### src/rtl/if_stage_if.sv
// rtl/if_stage_if.sv - instruction-memory fetch port between if_stage and imem
interface if_stage_if;
   logic       imem_req;
   logic [7:0] imem_addr;
   logic       imem_ready;
   logic [7:0] imem_data;

   modport master (
      output imem_req,
      output imem_addr,
      input  imem_ready,
      input  imem_data
   );

   modport slave (
      input  imem_req,
      input  imem_addr,
      output imem_ready,
      output imem_data
   );
endinterface

### src/rtl/if_stage.sv
// rtl/if_stage.sv - instruction fetch stage: PC, imem request, IF/ID register with one-entry skid
module if_stage #(
   parameter logic [7:0] RESET_PC = 8'h00,
   parameter logic [7:0] NOP_INST = 8'h00
) (
   input  logic              clock,
   input  logic              reset_n,
   input  logic              stall,
   input  logic              jump,
   input  logic [7:0]        jumpTarget,
   if_stage_if.master        imem,
   output logic [7:0]        inst,
   output logic [7:0]        PCout,
   output logic              valid
);

   typedef enum logic [1:0] {
      IDLE  = 2'd0,
      FETCH = 2'd1,
      HOLD  = 2'd2
   } state_t;

   state_t     state;
   logic [7:0] pc;
   logic [7:0] skid_inst;
   logic [7:0] skid_pc;
   logic       skid_full;
   logic       accepted;

   // The request is decoded straight off the state register so reset kills it at once.
   assign imem.imem_req  = (state == FETCH);
   assign imem.imem_addr = pc;
   assign accepted       = (state == FETCH) && imem.imem_ready;

   always_ff @(posedge clock or negedge reset_n) begin
      if (!reset_n) begin
         state     <= IDLE;
         pc        <= RESET_PC;
         inst      <= NOP_INST;
         PCout     <= RESET_PC;
         valid     <= 1'b0;
         skid_inst <= NOP_INST;
         skid_pc   <= RESET_PC;
         skid_full <= 1'b0;
      end else if (jump) begin
         // Redirect drops anything fetched this cycle and any parked skid entry.
         state     <= FETCH;
         pc        <= jumpTarget;
         inst      <= NOP_INST;
         PCout     <= jumpTarget;
         valid     <= 1'b0;
         skid_full <= 1'b0;
      end else begin
         case (state)
            IDLE: begin
               state <= FETCH;
            end
            FETCH: begin
               if (accepted && !stall) begin
                  inst  <= imem.imem_data;
                  PCout <= pc;
                  valid <= 1'b1;
                  pc    <= pc + 8'd1;
               end else if (accepted) begin
                  skid_inst <= imem.imem_data;
                  skid_pc   <= pc;
                  skid_full <= 1'b1;
                  pc        <= pc + 8'd1;
                  state     <= HOLD;
               end else if (!stall) begin
                  inst  <= NOP_INST;
                  valid <= 1'b0;
               end
            end
            HOLD: begin
               if (!stall) begin
                  inst      <= skid_inst;
                  PCout     <= skid_pc;
                  valid     <= skid_full;
                  skid_full <= 1'b0;
                  state     <= FETCH;
               end
            end
            default: begin
               state <= IDLE;
            end
         endcase
      end
   end

endmodule

### src/flat_wrapper.sv
// flat-port wrapper written by rule: the top's interface ports become plain ports
module if_stage_flat 
#(
   parameter logic [7:0] RESET_PC = 8'h00,
   parameter logic [7:0] NOP_INST = 8'h00
)
  (clock, reset_n, stall, jump, jumpTarget, inst, PCout, valid, imem_imem_req, imem_imem_addr, imem_imem_ready, imem_imem_data);
  if_stage_if imem_i ();
  input  logic clock;
  input  logic reset_n;
  input  logic stall;
  input  logic jump;
  input  logic [7:0] jumpTarget;
  output logic [7:0] inst;
  output logic [7:0] PCout;
  output logic valid;
  output wire logic [$bits(imem_i.imem_req)-1:0] imem_imem_req;
  output wire logic [$bits(imem_i.imem_addr)-1:0] imem_imem_addr;
  input wire logic [$bits(imem_i.imem_ready)-1:0] imem_imem_ready;
  input wire logic [$bits(imem_i.imem_data)-1:0] imem_imem_data;
  assign imem_imem_req = imem_i.imem_req;
  assign imem_imem_addr = imem_i.imem_addr;
  assign imem_i.imem_ready = imem_imem_ready;
  assign imem_i.imem_data = imem_imem_data;
  if_stage #(.RESET_PC(RESET_PC), .NOP_INST(NOP_INST)) u_core (.clock(clock), .reset_n(reset_n), .stall(stall), .jump(jump), .jumpTarget(jumpTarget), .imem(imem_i), .inst(inst), .PCout(PCout), .valid(valid));
endmodule
### config.mk
export PLATFORM = sky130hd
export DESIGN_NAME = if_stage_flat
export DESIGN_NICKNAME = d
export VERILOG_FILES = /design/src/rtl/if_stage_if.sv /design/src/rtl/if_stage.sv /design/src/flat_wrapper.sv
export SDC_FILE = /design/constraint.sdc
export NUM_CORES = 1
export LEC_CHECK = 0
export ABC_CLOCK_PERIOD_IN_PS = 5000
export CAP_MARGIN = 5
export CORE_UTILIZATION = 53
export CTS_BUF_LIST = sky130_fd_sc_hd__clkbuf_8
export CTS_CLUSTER_SIZE = 25
export DETAILED_ROUTE_END_ITERATION = 8
export HOLD_SLACK_MARGIN = 0.06
export PLACE_DENSITY = 0.83
export RECOVER_POWER = 50
export SYNTH_ARGS = -nofsm -noshare
export SYNTH_HDL_FRONTEND = slang
export SYNTH_SLANG_ARGS = --single-unit
### constraint.sdc
create_clock -name clock -period 5 [get_ports clock]
set_input_delay 0.75 -clock clock [delete_from_list [all_inputs] [get_ports clock]]
set_output_delay 0.75 -clock clock [all_outputs]
set_load 0.05 [all_outputs]
==> flow_summary.ini <==
[power_and_ir_drop]
p_seq_frac = 0.486
clkPwrFrac = 0.218
switchingPower_mw = 0.327
internal_power_mw = 0.631
total_power_mw = 0.958
swShare = 0.342
ir_drop_mv = 0.183
power_leakage_nw = 1.08
power_density_nw_per_um2 = 350
combinationalPowerShare = 0.296

[yosys]
synth_flop_cell = dfrtp_1
avgSynthCellArea_um2 = 12.1
syn_nets = 205
syn_inst = 183
synth_warnings = 0
async_reset_ff_frac = 1.00
ys_types = 39
ys_ff_latch = 44
yosysSeqAreaShare = 0.499
synth_area_um2 = 2210
synth-edff-count = 0

[cts]
ctsHoldBuffers = 0
htree_levels = 2
clock_latency_ps = 300
clock_sinks = 44
clockBufferDepth = 2
cts_root_buf = clkbuf_8
cts_buffers = 5
cts_tree = built
cts.clk_slew.worst_paths_ps = 80
ctsResizeCount = 0
postCtsSetupRepairBufs = 0

[job]
cap_violations = 1

[timing]
min_period_ps = 3650
max_slew.worst_pin.slew_ps = 2330
fin_setup_tns_ps = 0
slew_violations = 45
hold_viol = 0
period_share = 0.731
skew_ps = 7.32
setup_viol = 0
fin_ws_ps = 1350
relSlewSlack = -0.550
rsz0062_at_grt = false
max_freq_ghz = 0.274

[placed_design]
dp_cells = 268
hpwl_um = 3090
portBuffers = 46
dp_slack_ps = 2120
gp_congestion = 0.720

[global_route]
grt_pass1_wl_um = 7810
overflow = 0
grt.total_usage = 0.243
grt_pass1_vias = 1630
grt_max_degree = 45
antenna_found_initial = 0

[worst_setup_path]
slowest_delay_ps = 970
reg2reg_depth = 3
cp_top_family = buffers and inverters
path_buf_inv = 3
crit_chain = dlygate4sd3_1 > clkbuf_1 > inv_1 > o21ai_0 > mux2_2
rrSetupSlack_ps = 2510
slowest_stage = clkbuf_1
crit_arrival_ps = 3830
crit_fanout = 33
rr_endpoint = u_core.inst[7]
start_kind = primary input
crit_path_end_kind = flop
path_class = in2reg
required_ps = 5180
r2r-start = u_core.state[0]

[finish]
layout-drive-gt1-share = 0.187
mostFrequentLayoutCells = dfrtp_1 (44), clkdlybuf4s50_1 (42), mux2_2 (31), nor2_1 (10)
mostFrequentLayoutCell = dfrtp_1
fin_cells = 275
final_nets = 247
area_growth_syn_to_layout_pct = 24.1
final_core_util = 0.684
fill_cells = 313
n_antenna_cell = 0

[drt]
drt-total-wl_um = 4670
drtPass1Iterations = 4
viasPerCell = 6.01
drc_errors = 0
wire_per_inst_um = 17.0
drt.antenna.violating_nets = 0
drtIter0Drc = 111
via_count = 1654

[floorplanning]
design.core.area_um2 = 4000
die_x_um = 66.5
chipHeight_um = 66.5
rows = 23
die-area_um2 = 4420
io-pin-count = 47
initial_core_util = 0.551

[worst_hold_path]
hold_path_depth = 1
hold_end = u_core.PCout[3]
min_from = u_core.PCout[3]
hp-class = reg2reg

[outcome]
outcome = complete, but fails checks
failed_checks = capacitance limit, slew limit
==> worst register-to-register path: cells and delay by family, from the launching register on <==
| kind | cells | cell delay (ps) |
|---|---|---|
| AO/OA/AOI/OAI | 1 | 1030 |
| flip-flops | 1 | 780 |
| XOR/XNOR | 1 | 120 |
| multiplexers | 1 | 440 |
==> cells in the mapped netlist (2+ instances only) <==
| library cell | number | area share |
|---|---|---|
| a211oi_1 | 5 | 0.017 |
| buf_2 | 4 | 0.0091 |
| clkbuf_1 | 4 | 0.0068 |
| a32o_1 | 8 | 0.036 |
| nand2b_1 | 2 | 0.0057 |
| inv_1 | 4 | 0.0068 |
| mux2_2 | 31 | 0.16 |
| nand3_1 | 3 | 0.0068 |
| nor4b_1 | 8 | 0.032 |
| or3_1 | 3 | 0.0085 |
| dfrtp_1 | 44 | 0.50 |
| or4_1 | 2 | 0.0068 |
| xnor2_1 | 2 | 0.0079 |
| o21ai_0 | 5 | 0.011 |
| a221oi_1 | 4 | 0.016 |
| mux2i_1 | 3 | 0.014 |
| nor2_1 | 10 | 0.017 |
| buf_4 | 3 | 0.010 |
| a21oi_1 | 2 | 0.0045 |
| o31ai_1 | 2 | 0.0068 |
| a31oi_1 | 6 | 0.017 |
| nor2b_1 | 7 | 0.020 |
| nand2_1 | 5 | 0.0085 |
==> layout make-up <==
type / count / area (um2) / area share
multi-input cells: 122 / 1020 / 0.372
repair buffers: 47 / 458 / 0.167
clock buffers: 5 / 68.8 / 0.0251
flip-flops and latches: 44 / 1100 / 0.402
clock inverters: 2 / 8.76 / 0.00320
inverters: 5 / 18.8 / 0.00686
well taps: 50 / 62.6 / 0.0229
==> sequential cells by signal, summed over array words and instances, names as in the netlist <==
name	count
u_core.imem.imem_addr	8
u_core.inst	8
u_core.valid	1
u_core.skid_pc	8
u_core.skid_inst	8
u_core.PCout	8
u_core.skid_full	1
u_core.state	2
==> per-layer routing <==
metal / up-vias / part of all wire / GRT usage
met5: - / 0 / 0
met1: 830 / 0.46 / 0.318
met4: 0 / 0.014 / 0.0984
li1: 769 / - / -
met2: 49 / 0.48 / 0.385
met3: 6 / 0.051 / 0.0616
==> worst max-delay path by stage <==
stage	to	slack [ps]	from	cells after the start
after global routing	u_core.inst[7]	1110	jump	5
final	u_core.inst[7]	1350	jump	5
after CTS	imem_imem_req	2090	u_core.state[0]	2
after floorplan	imem_imem_req	2720	u_core.state[0]	3
after detailed placement	u_core.skid_pc[6]	2120	jump	5
after global placement	u_core.skid_inst[2]	2180	jump	5
==> kinds of logic after synthesis <==
family / count (synthesis) / share of synthesized area
buf+inv: 17 / 0.0369
compound gates: 36 / 0.130
fa+ha+maj: 1 / 0.00567
simple gates: 48 / 0.144
mux: 35 / 0.177
xor+xnor: 2 / 0.00794
flops: 44 / 0.499
==> power groups by stage <==
stage / Sequential, mW / Clock (mW) / Combinational, mW
after floorplan: 0.541 / 0 / 0.113
after global placement: 0.468 / 0 / 0.279
after detailed placement: 0.472 / 0 / 0.286
after CTS: 0.466 / 0.214 / 0.287
after global routing: 0.474 / 0.225 / 0.303
final: 0.466 / 0.209 / 0.283
==> stage by stage <==
| step | cell area, um2 | hold WS (ps) |
|---|---|---|
| 6_report | 2740 | 499 |
| 3_5_place_dp | 2670 | 484 |
| 4_1_cts | 2750 | 502 |
| 2_1_floorplan | 2210 | 454 |
| 5_1_grt | 2740 | 525 |
| 3_3_place_gp | 2670 | 483 |
Note: power is estimated with default switching activity, not from simulation.
